**config.mk**
```make
export PLATFORM = sky130hd
export DESIGN_NAME = mem_arbiter_flat
export DESIGN_NICKNAME = d
export VERILOG_FILES = /design/src/rtl/mem_arbiter_pkg.sv /design/src/rtl/mem_arbiter_if.sv /design/src/rtl/mem_arbiter_wait_timer.sv /design/src/rtl/mem_arbiter.sv /design/src/flat_wrapper.sv
export SDC_FILE = /design/constraint.sdc
export NUM_CORES = 1
export LEC_CHECK = 0
export CORE_MARGIN = 2
export CORE_UTILIZATION = 35
export CTS_BUF_LIST = sky130_fd_sc_hd__clkbuf_16
export DETAILED_ROUTE_END_ITERATION = 6
export MAX_ROUTING_LAYER = met4
export PLACE_DENSITY = 0.61
export SYNTH_ARGS = -nofsm -noshare
export SYNTH_HDL_FRONTEND = slang
export SYNTH_HIERARCHICAL = 1
export SYNTH_SLANG_ARGS = --single-unit
```
**constraint.sdc**
```tcl
create_clock -name clk -period 2.9 [get_ports clk]
set_clock_uncertainty 0.15 [all_clocks]
set_input_delay 0.29 -clock clk [delete_from_list [all_inputs] [get_ports clk]]
set_output_delay 0.29 -clock clk [all_outputs]
set_load 0.02 [all_outputs]
```
**src/rtl/mem_arbiter_pkg.sv**
```systemverilog
// Shared definitions for the single-port memory arbiter: FSM encodings,
// default timeout and the saturating counter helper.
package mem_arbiter_pkg;

  localparam logic [1:0] ST_IDLE  = 2'd0;
  localparam logic [1:0] ST_D_ACC = 2'd1;
  localparam logic [1:0] ST_I_ACC = 2'd2;
  localparam logic [1:0] ST_DONE  = 2'd3;

  localparam int ARB_TIMEOUT = 15;

  function automatic logic [31:0] sat_inc32(input logic [31:0] value);
    if (value == 32'hFFFF_FFFF) begin
      return value;
    end else begin
      return value + 32'd1;
    end
  endfunction

endpackage

```
**src/rtl/mem_arbiter_if.sv**
```systemverilog
// Request/acknowledge bus between the arbiter and the unified single-port RAM.
interface mem_arbiter_if #(
  parameter int ADDR_W = 32,
  parameter int DATA_W = 32
);
  logic              mem_req;
  logic              mem_we;
  logic [ADDR_W-1:0] mem_addr;
  logic [DATA_W-1:0] mem_wdata;
  logic [DATA_W-1:0] mem_rdata;
  logic              mem_ack;

  modport master (
    output mem_req, mem_we, mem_addr, mem_wdata,
    input  mem_rdata, mem_ack
  );

  modport slave (
    input  mem_req, mem_we, mem_addr, mem_wdata,
    output mem_rdata, mem_ack
  );
endinterface

```
**src/rtl/mem_arbiter_wait_timer.sv**
```systemverilog
// Per-access wait counter; flags expiry on the last allowed cycle without an ack.
module arb_wait_timer
  import mem_arbiter_pkg::*;
#(
  parameter int TIMEOUT = ARB_TIMEOUT
) (
  input  logic               clk,
  input  logic               rst,
  input  logic               i_clear,
  input  logic               i_ack,
  output logic               o_expired,
  output logic [TIMEOUT-1:0] o_count
);

  localparam logic [TIMEOUT-1:0] C_LAST = TIMEOUT'(TIMEOUT - 1);
  localparam logic [TIMEOUT-1:0] C_ONE  = {{(TIMEOUT-1){1'b0}}, 1'b1};

  logic [TIMEOUT-1:0] r_count;

  // wait-cycle counter, restarted at the start of every access
  always_ff @(posedge clk) begin
    if (rst) begin
      r_count <= {TIMEOUT{1'b0}};
    end else if (i_clear) begin
      r_count <= {TIMEOUT{1'b0}};
    end else if (!i_ack) begin
      r_count <= r_count + C_ONE;
    end else begin
      r_count <= r_count;
    end
  end

  assign o_expired = (r_count == C_LAST) && !i_ack;
  assign o_count   = r_count;

endmodule

```
**src/rtl/mem_arbiter.sv**
```systemverilog
// Stalls the CPU while the data access (first) and the instruction fetch are
// serviced over one shared RAM port, then releases the pipeline for one cycle.
module mem_arbiter
  import mem_arbiter_pkg::*;
#(
  parameter int ADDR_W  = 32,
  parameter int DATA_W  = 32,
  parameter int TIMEOUT = ARB_TIMEOUT
) (
  input  logic              clk,
  input  logic              rst,
  input  logic [ADDR_W-1:0] i_if_addr,
  output logic [DATA_W-1:0] o_if_instr,
  input  logic [ADDR_W-1:0] i_d_addr,
  input  logic [DATA_W-1:0] i_d_wdata,
  input  logic              i_d_rena,
  input  logic              i_d_wena,
  output logic [DATA_W-1:0] o_d_rdata,
  output logic              o_cpu_stall,
  mem_arbiter_if.master     mem,
  output logic              o_bus_err,
  output logic [31:0]       o_stall_cnt
);

  logic [1:0]        r_state;
  logic [1:0]        w_next_state;
  logic [ADDR_W-1:0] r_if_addr;
  logic [ADDR_W-1:0] r_d_addr;
  logic [DATA_W-1:0] r_d_wdata;
  logic              r_d_wena;
  logic              r_d_op;
  logic [DATA_W-1:0] r_if_instr;
  logic [DATA_W-1:0] r_d_rdata;
  logic              r_bus_err;
  logic [31:0]       r_stall_cnt;

  logic               w_in_acc;
  logic               w_expired;
  logic               w_acc_done;
  logic               w_d_read;
  logic [DATA_W-1:0]  w_cap_data;
  logic [TIMEOUT-1:0] w_wait_cnt;
  logic               w_unused_wait;
  logic [ADDR_W-1:0]  w_mem_addr;
  logic [DATA_W-1:0]  w_mem_wdata;

  assign w_in_acc   = (r_state == ST_D_ACC) || (r_state == ST_I_ACC);
  assign w_acc_done = w_in_acc && (mem.mem_ack || w_expired);
  assign w_d_read   = r_d_op && !r_d_wena;
  // A timed-out access captures zero, which decodes as a NOP on the fetch side.
  assign w_cap_data = mem.mem_ack ? mem.mem_rdata : {DATA_W{1'b0}};

  arb_wait_timer #(.TIMEOUT(TIMEOUT)) u_wait_timer (
    .clk       (clk),
    .rst       (rst),
    .i_clear   (!w_in_acc || w_acc_done),
    .i_ack     (mem.mem_ack),
    .o_expired (w_expired),
    .o_count   (w_wait_cnt)
  );

  assign w_unused_wait = ^w_wait_cnt;

  // next-state logic: data access always precedes the fetch
  always_comb begin
    w_next_state = r_state;
    case (r_state)
      ST_IDLE: begin
        if (i_d_rena || i_d_wena) begin
          w_next_state = ST_D_ACC;
        end else begin
          w_next_state = ST_I_ACC;
        end
      end
      ST_D_ACC: begin
        if (w_acc_done) begin
          w_next_state = ST_I_ACC;
        end else begin
          w_next_state = ST_D_ACC;
        end
      end
      ST_I_ACC: begin
        if (w_acc_done) begin
          w_next_state = ST_DONE;
        end else begin
          w_next_state = ST_I_ACC;
        end
      end
      ST_DONE:  w_next_state = ST_IDLE;
      default:  w_next_state = ST_IDLE;
    endcase
  end

  // memory address/data mux, driven purely from state and latched requests
  always_comb begin
    w_mem_addr  = {ADDR_W{1'b0}};
    w_mem_wdata = {DATA_W{1'b0}};
    case (r_state)
      ST_D_ACC: begin
        w_mem_addr  = r_d_addr;
        w_mem_wdata = r_d_wdata;
      end
      ST_I_ACC: begin
        w_mem_addr  = r_if_addr;
        w_mem_wdata = {DATA_W{1'b0}};
      end
      default: begin
        w_mem_addr  = {ADDR_W{1'b0}};
        w_mem_wdata = {DATA_W{1'b0}};
      end
    endcase
  end

  // FSM state, request latches, captured data, error flag and stall counter
  always_ff @(posedge clk) begin
    if (rst) begin
      r_state     <= ST_IDLE;
      r_if_addr   <= {ADDR_W{1'b0}};
      r_d_addr    <= {ADDR_W{1'b0}};
      r_d_wdata   <= {DATA_W{1'b0}};
      r_d_wena    <= 1'b0;
      r_d_op      <= 1'b0;
      r_if_instr  <= {DATA_W{1'b0}};
      r_d_rdata   <= {DATA_W{1'b0}};
      r_bus_err   <= 1'b0;
      r_stall_cnt <= 32'd0;
    end else begin
      r_state <= w_next_state;
      if (r_state == ST_IDLE) begin
        r_if_addr <= i_if_addr;
        r_d_addr  <= i_d_addr;
        r_d_wdata <= i_d_wdata;
        r_d_wena  <= i_d_wena;
        r_d_op    <= i_d_rena || i_d_wena;
      end
      if ((r_state == ST_D_ACC) && w_acc_done && w_d_read) begin
        r_d_rdata <= w_cap_data;
      end
      if ((r_state == ST_I_ACC) && w_acc_done) begin
        r_if_instr <= w_cap_data;
      end
      if (w_in_acc && w_expired) begin
        r_bus_err <= 1'b1;
      end
      if (r_state != ST_DONE) begin
        r_stall_cnt <= sat_inc32(r_stall_cnt);
      end
    end
  end

  assign mem.mem_req   = w_in_acc;
  assign mem.mem_we    = (r_state == ST_D_ACC) && r_d_wena;
  assign mem.mem_addr  = w_mem_addr;
  assign mem.mem_wdata = w_mem_wdata;

  assign o_cpu_stall = (r_state != ST_DONE);
  assign o_if_instr  = r_if_instr;
  assign o_d_rdata   = r_d_rdata;
  assign o_bus_err   = r_bus_err;
  assign o_stall_cnt = r_stall_cnt;

endmodule

```
**src/flat_wrapper.sv**
```systemverilog
// flat-port wrapper written by rule: the top's interface ports become plain ports
module mem_arbiter_flat import mem_arbiter_pkg::*;
#(
  parameter int ADDR_W  = 32,
  parameter int DATA_W  = 32,
  parameter int TIMEOUT = ARB_TIMEOUT
)
  (clk, rst, i_if_addr, o_if_instr, i_d_addr, i_d_wdata, i_d_rena, i_d_wena, o_d_rdata, o_cpu_stall, o_bus_err, o_stall_cnt, mem_mem_req, mem_mem_we, mem_mem_addr, mem_mem_wdata, mem_mem_rdata, mem_mem_ack);
  mem_arbiter_if #(.ADDR_W(ADDR_W), .DATA_W(DATA_W)) mem_i ();
  input  logic clk;
  input  logic rst;
  input  logic [ADDR_W-1:0] i_if_addr;
  output logic [DATA_W-1:0] o_if_instr;
  input  logic [ADDR_W-1:0] i_d_addr;
  input  logic [DATA_W-1:0] i_d_wdata;
  input  logic i_d_rena;
  input  logic i_d_wena;
  output logic [DATA_W-1:0] o_d_rdata;
  output logic o_cpu_stall;
  output logic o_bus_err;
  output logic [31:0] o_stall_cnt;
  output wire logic [$bits(mem_i.mem_req)-1:0] mem_mem_req;
  output wire logic [$bits(mem_i.mem_we)-1:0] mem_mem_we;
  output wire logic [$bits(mem_i.mem_addr)-1:0] mem_mem_addr;
  output wire logic [$bits(mem_i.mem_wdata)-1:0] mem_mem_wdata;
  input wire logic [$bits(mem_i.mem_rdata)-1:0] mem_mem_rdata;
  input wire logic [$bits(mem_i.mem_ack)-1:0] mem_mem_ack;
  assign mem_mem_req = mem_i.mem_req;
  assign mem_mem_we = mem_i.mem_we;
  assign mem_mem_addr = mem_i.mem_addr;
  assign mem_mem_wdata = mem_i.mem_wdata;
  assign mem_i.mem_rdata = mem_mem_rdata;
  assign mem_i.mem_ack = mem_mem_ack;
  mem_arbiter #(.ADDR_W(ADDR_W), .DATA_W(DATA_W), .TIMEOUT(TIMEOUT)) u_core (.clk(clk), .rst(rst), .i_if_addr(i_if_addr), .o_if_instr(o_if_instr), .i_d_addr(i_d_addr), .i_d_wdata(i_d_wdata), .i_d_rena(i_d_rena), .i_d_wena(i_d_wena), .o_d_rdata(o_d_rdata), .o_cpu_stall(o_cpu_stall), .mem(mem_i), .o_bus_err(o_bus_err), .o_stall_cnt(o_stall_cnt));
endmodule
```
### Word level (Yosys, flattened, before mapping)

Cells that the tools add are included.

* register bits after elaboration: 212
* output and inout port bits: 164
* logic and storage cells: 45

* add/sub/neg operators: 2
* eq/ne operators: 6
* mux-type cells: 7
* bitwise operators: 1
* reduce and logical (&&, ||, !) cells: 18

Operators with widths (count)
* $mux 32: 2
* $pmux 32 s2: 1
* $add 32x1->32 const B: 1
* $eq 32x32->1 const B: 1
* $add 15x1->15 const B: 1
* $eq 15x4->1 const B: 1
* $logic_and 1x1->1: 8
* $pmux 2 s4: 1
* $eq 2x2->1 const B: 2
* $logic_or 1x1->1: 4
* $mux 2: 2
* $logic_not 1->1: 3
* $eq 2x1->1 const B: 1
* $logic_not 2->1: 1
* $ne 2x2->1 const B: 1
* $reduce_and 2->1: 1
* $reduce_or 2->1: 1
* $mux 1: 1
* $not 1->1: 1

### Logic depth before layout (Yosys ltp)

* word-level depth: 6
* depth in mapped cells: 10
* gate-level depth less buffers: 8

### Cells and area by module

Netlist, hierarchy kept.

Modules (own cells, without submodules)
* mem_arbiter: instances 1, cells an instance 870, area an instance 8010.2 µm², seq. area each 3943.8 µm²
* arb_wait_timer: instances 1, cells an instance 81, area an instance 725.7 µm², seq. area each 300.3 µm²

### Worst setup path before layout

Ideal clock, no wire load.

* kind: register to register
* from: register u_core.u_wait_timer.r_count[1] (netlist: u_core/u_wait_timer/o_count[1])
* to: register u_core.r_d_rdata[19] (netlist: u_core/o_d_rdata[19])
* arrival time: 2108 ps
* setup slack: 509 ps
* cell stages (with the launch flop): 10
* clock period less this slack: 2391 ps
* cell sequence: dfxtp_1 -> ha_1 -> nor4b_1 -> and4_2 -> nor2_1 -> or4b_2 -> clkbuf_1 -> clkbuf_1 -> nand2_1 -> a21oi_1

* cells in the longest elaborated chain, start to end: 6

Ends and longest elaborated chain
* from (decl): RTL line mem_arbiter_wait_timer.sv:18 `logic [TIMEOUT-1:0] r_count;`
* from (signal assigned): RTL line mem_arbiter_wait_timer.sv:23 `r_count <= {TIMEOUT{1'b0}};`
* from (signal assigned): RTL line mem_arbiter_wait_timer.sv:25 `r_count <= {TIMEOUT{1'b0}};`
* from (signal assigned): RTL line mem_arbiter_wait_timer.sv:27 `r_count <= r_count + C_ONE;`
* $eq 15x4->1: RTL line mem_arbiter_wait_timer.sv:33 `assign o_expired = (r_count == C_LAST) && !i_ack;`
* $logic_and 1x1->1: RTL line mem_arbiter_wait_timer.sv:33
* via u_core.w_expired: RTL line mem_arbiter.sv:38 `logic w_expired;`
* $logic_or 1x1->1: RTL line mem_arbiter.sv:48 `assign w_acc_done = w_in_acc && (mem.mem_ack || w_expired);`
* $logic_and 1x1->1: RTL line mem_arbiter.sv:48
* $logic_and 1x1->1 (2 in series): RTL line mem_arbiter.sv:136 `if ((r_state == ST_D_ACC) && w_acc_done && w_d_read) begin`
* to (signal assigned): RTL line mem_arbiter.sv:124 `r_d_rdata <= {DATA_W{1'b0}};`
* to (signal assigned): RTL line mem_arbiter.sv:137 `r_d_rdata <= w_cap_data;`
* to (decl): RTL line mem_arbiter.sv:33 `logic [DATA_W-1:0] r_d_rdata;`

The timed path passes the listed nets, and every way through them passes these cells.
A chain may end at the register's enable or synchronous reset.

### Worst setup path in the final report

* from: register u_core.r_state[0]
* to: output mem_mem_addr[12]

* cells in the longest elaborated chain, start to end: 2
* elaborated cells between the ends (all ways): 3

Ends and longest elaborated chain
* from (decl): RTL line mem_arbiter.sv:25 `logic [1:0] r_state;`
* from (signal assigned): RTL line mem_arbiter.sv:128 `r_state <= w_next_state;`
* $eq 2x2->1 or $eq 2x1->1 (tied branches): RTL line mem_arbiter.sv:98 `case (r_state)`
* $pmux 32 s2 (*): RTL line mem_arbiter.sv:98
* to (decl): RTL line flat_wrapper.sv:24 `output wire logic [$bits(mem_i.mem_addr)-1:0] mem_mem_addr;`

Every way passes the cells marked *; elsewhere a longest branch is shown, timed or not.

==> flow_metrics.py <==
metrics = {
    "outcome": {
        "outcome": "complete, no violations",
    },
    "drt": {
        "detailroute.via_count": 7750,
        "avgRoutedWirePerCell_um": 16.58,
        "detail_route.first_pass.iterations": 5,
        "wirelength_um": 25930,
        "post-route-drc-count": 0,
        "detail_route.iter0.violations": 523,
        "detail_route.vias_per_cell": 4.955,
        "ant_nets": 0,
    },
    "yosys": {
        "postSynthAreaPerCell_um2": 9.186,
        "synth.top_cell.area_share_pct": 48.58,
        "synth.area.top_cells": "sky130_fd_sc_hd__dfxtp_1 49%, sky130_fd_sc_hd__mux2i_1 11%, sky130_fd_sc_hd__nor2_1 7.3%",
        "postSynthNetCount": 1092,
        "syn_area_um2": 8736,
        "sequential_cell_area_fraction_in_the_yosys_report_pct": 48.58,
        "synth-warning-count": 6,
        "synth_cells": 951,
        "synth-edff-count": 0,
        "synthesized_flop_and_latch_total": 212,
        "synth-async-reset-ratio_pct": 0,
        "synth_ff_type": "sky130_fd_sc_hd__dfxtp_1",
        "yosys.cell_types.count": 46,
        "largest_area_contributor_in_the_synthesized_netlist": "sky130_fd_sc_hd__dfxtp_1",
    },
    "critical_path": {
        "setup.worst_path.start_class": "flip-flop",
        "worst-path-max-fanout": 16,
        "setup.worst_path.class": "reg -> out",
        "critical_path_arrival_ns": 2.32,
        "cpLargestDelayFamily": "buffers and inverters",
        "worstPathCellList": "inv_1, ha_4, and2_4, bufbuf_16, a22o_1, dlygate4sd2_1",
        "cp.required_ns": 2.46,
        "reg2reg_to": "u_core/o_d_rdata[1]$_SDFFE_PP0P_",
        "cp_slowest_stage_delay_ns": 0.39,
        "timing.critical_path.to_type": "primary output",
        "worst-r2r-cell-count": 8,
        "timing.critical_path.slowest_stage_cell": "sky130_fd_sc_hd__dfxtp_1",
        "critPathBufInv": 3,
        "rr_startpoint": "u_core/u_wait_timer/o_count[1]$_SDFFE_PP0N_",
        "r2r_setup_slack_ns": 0.38,
    },
    "sta": {
        "finalWorstPathRequiredPeriod_ns": 2.759,
        "slew_viol_final": 0,
        "timing.hold.ws_ns": 0.06436,
        "period_share_pct": 95.12,
        "worst-slew-pin-transition_ns": 0.5270,
        "timing.fmax_mhz": 362.5,
        "hold_viol": 0,
        "unrepaired_setup_endpoints_after_global_routing": "no",
        "worst_slew_slack_as_a_fraction_of_its_limit_pct": 64.86,
        "finalSetupTns_ns": 0,
        "timing.final.setup_violations": 0,
    },
    "placement": {
        "gp_congestion": 0.7704,
        "io_buffers": 296,
        "detailedPlacementHpwl_um": 17610,
    },
    "power_and_ir_drop": {
        "switchingPower_mw": 2.070,
        "power.ir.vdd_worst_mv": 0.3439,
        "comb_power_share_pct": 20.5,
        "pwr_density_cell_nw_per_um2": 587.4,
        "proportion_of_total_power_due_to_net_switching_pct": 27.73,
        "power_report.internal_total_mw": 5.393,
        "relative_contribution_of_the_clock_network_to_total_power_pct": 35.9,
        "power_leakage_nw": 4.996,
        "p_seq_share_pct": 43.7,
    },
    "floorplan": {
        "initial_utilization_pct": 35.82,
        "floorplan_row_count": 57,
        "die_width_um": 162.0,
        "coreArea_um2": 24390,
        "io_pins": 297,
        "die_height_um": 162.0,
        "dieArea_um2": 26240,
    },
    "grt": {
        "grt_overflow": 0,
        "global_route_wire_length_before_repair_um": 40590,
        "antenna_found_initial": 0,
        "gr-usage-all-layers_pct": 19.37,
        "grt_start_max_net_pins": 66,
        "grt_pass1_vias": 7477,
    },
    "hold_path": {
        "min_path_cells": 2,
        "min_from": "rst",
        "worstHoldPathType": "in -> reg",
        "worst_hold_path.endpoint": "u_core/o_if_instr[7]$_SDFFE_PP0P_",
    },
    "flow_run": {
        "cap_viol_max_count": 0,
    },
    "layout": {
        "post_route_cells_drive_above_1_share_pct": 6.855,
        "flow.area_growth_from_synthesis_pct": 45.42,
        "antenna_cells": 0,
        "fin_nets": 1367,
        "final_common_cell": "sky130_fd_sc_hd__clkdlybuf4s50_1",
        "layout.cells.most_common_list": "263 x sky130_fd_sc_hd__clkdlybuf4s50_1, 212 x sky130_fd_sc_hd__dfxtp_1, 170 x sky130_fd_sc_hd__nor2_1",
    },
    "cts": {
        "clockBufferDepth": 3,
        "htree_num_levels": 1,
        "clk_root_buffer_cell": "sky130_fd_sc_hd__clkbuf_16",
        "tritoncts": "yes",
        "numClockSinks": 212,
        "numCtsBuffers": 24,
        "clk_pin_slew_worst_paths_ns": 0.06,
        "insertion_delay_ns": 0.51,
    },
}
cells by family (layout without fill, tap and decap cells):
family	Yosys count	after routing	synth area share, %
multiplexers	98	98	11.29
buffers and inverters	76	365	3.495
flip-flops	212	212	48.58
adder cells (fa/ha/maj)	8	8	1.146
XOR/XNOR	30	30	3.008
AO/OA/AOI/OAI	145	145	11.13
AND/OR/NAND/NOR	382	382	21.36
stage by stage:
stage                     cell area [um2]  instances  utilization [%]  worst slack, ns  total power, mW
after floorplan                      8736        951                -           0.5094            4.222
after CTS                           12750       1564            52.28          0.03087            7.568
final                               12700       1564            52.08           0.1414            7.462
after detailed placement            12070       1523            49.48           0.2725            4.864
after global placement              12070       1523            49.48           0.3005            4.850
after global routing                12700       1564            52.08          0.01444            7.837
per-layer routing:
metal / track usage (%) / part of all wire (%) / up-vias
met5: - / 0 / -
met4: 3.620 / 1.0 / 0
met3: 3.626 / 6.2 / 20
met2: 30.66 / 45 / 243
met1: 26.14 / 47 / 3616
li1: - / - / 3871
repair_timing:
action | in CTS | in global routing
setup endpoints to repair | 32 | 19
setup buffers | 0 | 0
cloned | 1 | 0
resized for setup | 33 | 30
hold buffers | 0 | 0
area by class of cell:
class	count	area, um2
clock buffer	24	600.6
clock inverter	16	87.58
fill	2337	11690
inverter	7	26.28
multi-input combinational	663	4212
sequential	212	4244
tap	324	405.4
timing repair buffer	318	3128
how the worst max path moves through the flow:
stage	depth (start not counted)	end	start	slack, ns
after floorplan	9	u_core/o_d_rdata[19]$_SDFFE_PP0P_	u_core/u_wait_timer/o_count[1]$_SDFFE_PP0N_	0.51
after global placement	8	u_core/o_d_rdata[13]$_SDFFE_PP0P_	mem_mem_ack	0.30
after detailed placement	8	u_core/o_d_rdata[8]$_SDFFE_PP0P_	mem_mem_ack	0.27
after CTS	6	mem_mem_addr[30]	u_core/r_state[0]$_SDFF_PP0_	0.03
after global routing	6	mem_mem_addr[4]	u_core/r_state[0]$_SDFF_PP0_	0.01
final	6	mem_mem_addr[12]	u_core/r_state[0]$_SDFF_PP0_	0.14
power groups by stage:
stage	clock network [mW]	registers (mW)	logic, mW
CTS	2.77	3.26	1.54
finish	2.68	3.26	1.53
global route	2.90	3.28	1.65
global placement	0	3.31	1.54
detailed placement	0	3.32	1.54
floorplan	0	3.32	0.903
synthesized netlist by cell type, types with 9 or more instances:
master and number:
sky130_fd_sc_hd__o21ai_0 10, sky130_fd_sc_hd__dfxtp_1 212, sky130_fd_sc_hd__mux2i_1 97, sky130_fd_sc_hd__clkbuf_1 49
sky130_fd_sc_hd__and2_1 36, sky130_fd_sc_hd__a211oi_1 9, sky130_fd_sc_hd__nor2_1 170, sky130_fd_sc_hd__buf_1 14
sky130_fd_sc_hd__nand3_1 45, sky130_fd_sc_hd__a22o_1 32, sky130_fd_sc_hd__xnor2_1 20, sky130_fd_sc_hd__a22oi_1 32
sky130_fd_sc_hd__nand2_1 55, sky130_fd_sc_hd__a21oi_1 53, sky130_fd_sc_hd__xor2_1 10, sky130_fd_sc_hd__nand4_1 13
sequential cells by signal (all words and copies together) (netlist names):
register	flops
u_core/r_d_wdata	32
u_core/r_state	2
u_core/o_bus_err	1
u_core/r_d_wena	1
u_core/o_d_rdata	32
u_core/r_if_addr	32
u_core/u_wait_timer/o_count	15
u_core/r_d_op	1
u_core/r_d_addr	32
u_core/o_stall_cnt	32
u_core/o_if_instr	32
Power figures use the tool's default switching activity.
